===== config.mk =====
export PLATFORM = sky130hd
export DESIGN_NAME = arrow_input_conditioner
export DESIGN_NICKNAME = d
export VERILOG_FILES = /design/src/rtl/arrow_input_conditioner.sv
export SDC_FILE = /design/constraint.sdc
export NUM_CORES = 1
export LEC_CHECK = 0
export CORE_MARGIN = 10
export CORE_UTILIZATION = 55
export DETAILED_ROUTE_END_ITERATION = 10
export PLACE_DENSITY = 0.82
export RECOVER_POWER = 25
export SLEW_MARGIN = 20
export SYNTH_ARGS = -nofsm -noshare
export SYNTH_HDL_FRONTEND = slang
export SYNTH_SLANG_ARGS = --single-unit

===== constraint.sdc =====
create_clock -name clk -period 2.6 [get_ports clk]
set_input_delay 0.26 -clock clk [delete_from_list [all_inputs] [get_ports clk]]
set_output_delay 0.26 -clock clk [all_outputs]
set_load 0.05 [all_outputs]

===== src/rtl/arrow_input_conditioner.sv =====
// Arrow-key front end: per-key 2-FF sync and debounce, opposite-direction cancel,
// and outputs that load only on clk_char falls so the movement stage samples clean levels.
module arrow_input_conditioner #(
    parameter int DEBOUNCE_CYCLES = 500000,
    parameter int CHAR_DIV        = 250000
) (
    input  logic       clk,
    input  logic       rst_n,
    input  logic       btn_up_n,
    input  logic       btn_down_n,
    input  logic       btn_left_n,
    input  logic       btn_right_n,
    output logic       u_arr,
    output logic       d_arr,
    output logic       l_arr,
    output logic       r_arr,
    output logic       clk_char,
    output logic [3:0] press_pulse
);

    localparam int CW = $clog2(DEBOUNCE_CYCLES);
    localparam int DW = $clog2(CHAR_DIV);
    localparam logic [CW-1:0] DB_MAX  = CW'(DEBOUNCE_CYCLES - 1);
    localparam logic [DW-1:0] DIV_MAX = DW'(CHAR_DIV - 1);

    // Key vectors are ordered {right, left, down, up}, all active-low.
    logic [3:0]    raw_keys;
    logic [3:0]    sync1_q, sync2_q;
    logic [3:0]    state_q, state_d;
    logic [3:0]    state_dly_q;
    logic [3:0]    pulse_q;
    logic [CW-1:0] db_cnt_q [4];
    logic [CW-1:0] db_cnt_d [4];
    logic [DW-1:0] div_cnt_q, div_cnt_d;
    logic          clk_char_q;
    logic          div_wrap;
    logic          char_fall;
    logic [3:0]    cancelled;
    logic [3:0]    arr_q, arr_d;

    assign raw_keys = {btn_right_n, btn_left_n, btn_down_n, btn_up_n};

    // NOTE: every always_comb output gets a default first so no path leaves it unassigned (no latch).
    always_comb begin
        state_d = state_q;
        for (int k = 0; k < 4; k++) begin
            db_cnt_d[k] = db_cnt_q[k];
            if (sync2_q[k] == state_q[k]) begin
                db_cnt_d[k] = '0;
            end else if (db_cnt_q[k] == DB_MAX) begin
                state_d[k]  = sync2_q[k];
                db_cnt_d[k] = '0;
            end else begin
                db_cnt_d[k] = db_cnt_q[k] + CW'(1);
            end
        end
    end

    // Opposite pairs pressed together cancel to "released".
    always_comb begin
        cancelled = state_q;
        if (!state_q[0] && !state_q[1]) cancelled[1:0] = 2'b11;
        if (!state_q[2] && !state_q[3]) cancelled[3:2] = 2'b11;
    end

    assign div_wrap  = (div_cnt_q == DIV_MAX);
    assign div_cnt_d = div_wrap ? '0 : div_cnt_q + DW'(1);
    assign char_fall = div_wrap && clk_char_q;
    assign arr_d     = char_fall ? cancelled : arr_q;

    // NOTE: sequential state uses non-blocking assignments so all registers update from pre-edge values.
    always_ff @(posedge clk or negedge rst_n) begin
        if (!rst_n) begin
            sync1_q     <= 4'hF;
            sync2_q     <= 4'hF;
            state_q     <= 4'hF;
            state_dly_q <= 4'hF;
            pulse_q     <= 4'h0;
            for (int k = 0; k < 4; k++) db_cnt_q[k] <= '0;
            div_cnt_q   <= '0;
            clk_char_q  <= 1'b0;
            arr_q       <= 4'hF;
        end else begin
            sync1_q     <= raw_keys;
            sync2_q     <= sync1_q;
            state_q     <= state_d;
            state_dly_q <= state_q;
            pulse_q     <= state_dly_q & ~state_q;
            for (int k = 0; k < 4; k++) db_cnt_q[k] <= db_cnt_d[k];
            div_cnt_q   <= div_cnt_d;
            if (div_wrap) clk_char_q <= ~clk_char_q;
            arr_q       <= arr_d;
        end
    end

    assign u_arr       = arr_q[0];
    assign d_arr       = arr_q[1];
    assign l_arr       = arr_q[2];
    assign r_arr       = arr_q[3];
    assign clk_char    = clk_char_q;
    assign press_pulse = pulse_q;

endmodule

==> metrics.txt <==
Starting Density 0.565; status finished, final reports clean; Yosys top cell area share 0.449; # port buffers 14; Area Overhead vs Synth 14.8%; worst-path maximum fanout 18; final hold violation count 0; share of layout cells above drive strength 1 0.122; Distinct cells, synth 43; worst-skew pair later-pin latency 0.51 ns; total negative slack 0 ns; Layout Skew 0.00915 ns; Synth Instances 519; Total Nets Final 557; Longest Clk Path Bufs 2; die area 0.0144 mm²; top post-synthesis cells by count dfrtp_1 (99), nor2_1 (63), nand3_1 (38), xor2_1 (36), xnor2_1 (30); Worst VDD drop 442 µV; FF-to-FF End db_cnt_q[40]$_DFF_PN0_; Routed WL per cell 14.7 µm; initial antenna violation count 0; Syn Std Cell Area 0.00552 mm²; Worst R2R Path Depth 4; Total GRT Usage 0.151; first-pass GRT wire length 18.0 mm; most common cell in the netlist dfrtp_1; Leak Pwr 2.59 nW; crit path from db_cnt_q[47]$_DFF_PN0_; total grt overflow 0; Syn Area/Cell 10.6 µm²; Antenna Cells 0; number of synthesized flops with an enable pin 0; routed vias 3,903; Arr. time, crit path 2.58 ns; die height 120 µm; pin count of the biggest net entering global routing 42; Num CTS Buffers 17; Tcrit/Tclk final 0.849; Antenna Violating Nets Remaining 0; Top-Level Pins 15; CP startpoint kind register; Post-Route WL 10.1 mm; reg2reg setup slack 0.39 ns; Rows 36; Worst-path clk slew 0.05 ns; worst-margin pin slew 0.986 ns; Yosys warning count 0; DR iter-0 viols 272; # setup viols final 0; RSZ-0062 raised after global routing false; vias per inst 5.64; number of global-route vias before repair 3,842; Die W 120 µm; HPWL Detailed 6.63 mm; max frequency 453 MHz; DRC viols 0; Hold Crit Class in -> reg; Core ar. 0.00977 mm²; Seq/Total Area, Yosys 0.544; Pwr Density 638 mW/mm²; pre-CTS setup slack 0.422 ns; Final Core Density 0.648; Final Slew Violations 0; Worst Setup EP db_cnt_q[40]$_DFF_PN0_; Rel. slew slack 0.343; CP Capture Type register; ranking of synthesized cells by area dfrtp_1 (45%), dfstp_2 (9.5%), xor2_1 (5.7%); FFs w/ async S/R, synth 1.00; CTS tree done; WP data required 2.98 ns; Fillers 743; DRT Pass-1 Iters 5; CTS Root Cell clkbuf_8; WS Path Type reg -> reg; Final min period 2.21 ns; Hold Crit Start btn_left_n; number of synthesized register bits 119; post-synthesis net count 530; Worst R2R Start db_cnt_q[47]$_DFF_PN0_; GPL Wtd Cong 0.838; final worst slack 0.394 ns; top_reg_cell synth dfrtp_1; clk sinks 119; max cap viols 0; CTS H-tree lvls 4; cell taking the most area after synthesis dfrtp_1
==> area by class of cell <==
class                      count  area (µm²)  area share
sequential                   119        3000       0.474
clock buffer                  28         505      0.0798
timing repair buffer          20         180      0.0284
inverter                       9        33.8     0.00533
clock inverter                 4        20.0     0.00316
multi-input combinational    379        2420       0.383
tap                          133         166      0.0263
==> stage by stage <==
| step | std cells | total power [mW] | area [µm²] | hold slack [ns] |
|---|---|---|---|---|
| final | 692 | 4.04 | 6330 | 0.285 |
| after global routing | 692 | 4.20 | 6330 | 0.263 |
| after CTS | 692 | 4.10 | 6350 | 0.123 |
| after detailed placement | 659 | 2.04 | 5820 | 0.272 |
| after global placement | 659 | 2.03 | 5820 | 0.259 |
| after floorplan | 519 | 1.97 | 5520 | -0.0356 |
==> layout by cell type (no fill, tap or decap), types with 6 or more instances in the layout <==
cell             Yosys  final
nand2_1             29     29
dfrtp_1             99     99
and4_1              13     13
nor4_1              13     13
clkbuf_16            0     16
inv_1                9      9
or4_1               11     11
clkbuf_1             8      6
nor2_1              63     63
clkdlybuf4s50_1      0      9
mux2_2               8      8
clkbuf_8             0      6
o21ai_0             12     12
nor3_1               8      8
xnor2_1             30     30
and2_1               7      7
nand4_1             21     21
dfstp_2             20     16
or3_1               16     16
a21oi_1             22     22
xor2_1              36     36
o31ai_1             10     10
nand3_1             38     38
==> registers in the layout, summed over array words and instances (netlist names) <==
signal	count
state_dly_q	4
press_pulse	4
clk_char	1
div_cnt_q	18
db_cnt_q	76
sync1_q	4
sync2_q	4
state_q	4
arr_q	4
==> per-layer routing <==
metal,wire length (µm),vias up,part of all wire,global-route usage
met5,0,-,0,0
met4,57,0,0.0056,0.0452
met3,454,4,0.045,0.0577
met2,4980,83,0.49,0.240
met1,4660,1903,0.46,0.186
li1,-,1913,-,-
==> worst min path at each step <==
| stage | to | slack, ns | cells after the start |
|---|---|---|---|
| floorplan | clk_char$_DFFE_PN0N_ | -0.04 | 0 |
| global placement | db_cnt_q[36]$_DFF_PN0_ | 0.26 | 1 |
| CTS | sync1_q[2]$_DFF_PN1_ | 0.12 | 1 |
| global route | sync1_q[1]$_DFF_PN1_ | 0.26 | 1 |
| detailed placement | db_cnt_q[36]$_DFF_PN0_ | 0.27 | 1 |
| finish | sync1_q[2]$_DFF_PN1_ | 0.28 | 1 |
==> critical path, cell delays in order (launching register included) <==
cell,delay [ns]
dfrtp_1,0.44
or4_1,0.53
or4_4,0.56
o21ai_4,0.41
nor2_1,0.12
==> where the power goes <==
part | switching, mW | internal [mW] | leakage, nW
Combinational | 0.0710 | 0.0281 | 0.758
Clock | 0.750 | 1.29 | 0.263
Sequential | 0.0197 | 1.88 | 1.57
==> kinds of logic (layout without fill, tap and decap cells) <==
group,after synthesis,in the layout,synth area share
AOI/OAI and AO/OA,49,49,0.0562
xor gates and xnor gates,66,66,0.105
adders and majority gates,5,5,0.0113
buffers and inverters,21,61,0.0163
DFF,119,119,0.544
muxes,9,9,0.0181
and+or+nand+nor,250,250,0.249
==> timing repair <==
action	CTS	global route
setup buffers	0	0
hold buffers	1	0
hold endpoints to repair	33	0
resized for setup	0	0
No activity file was read; power rests on OpenSTA's default activity.
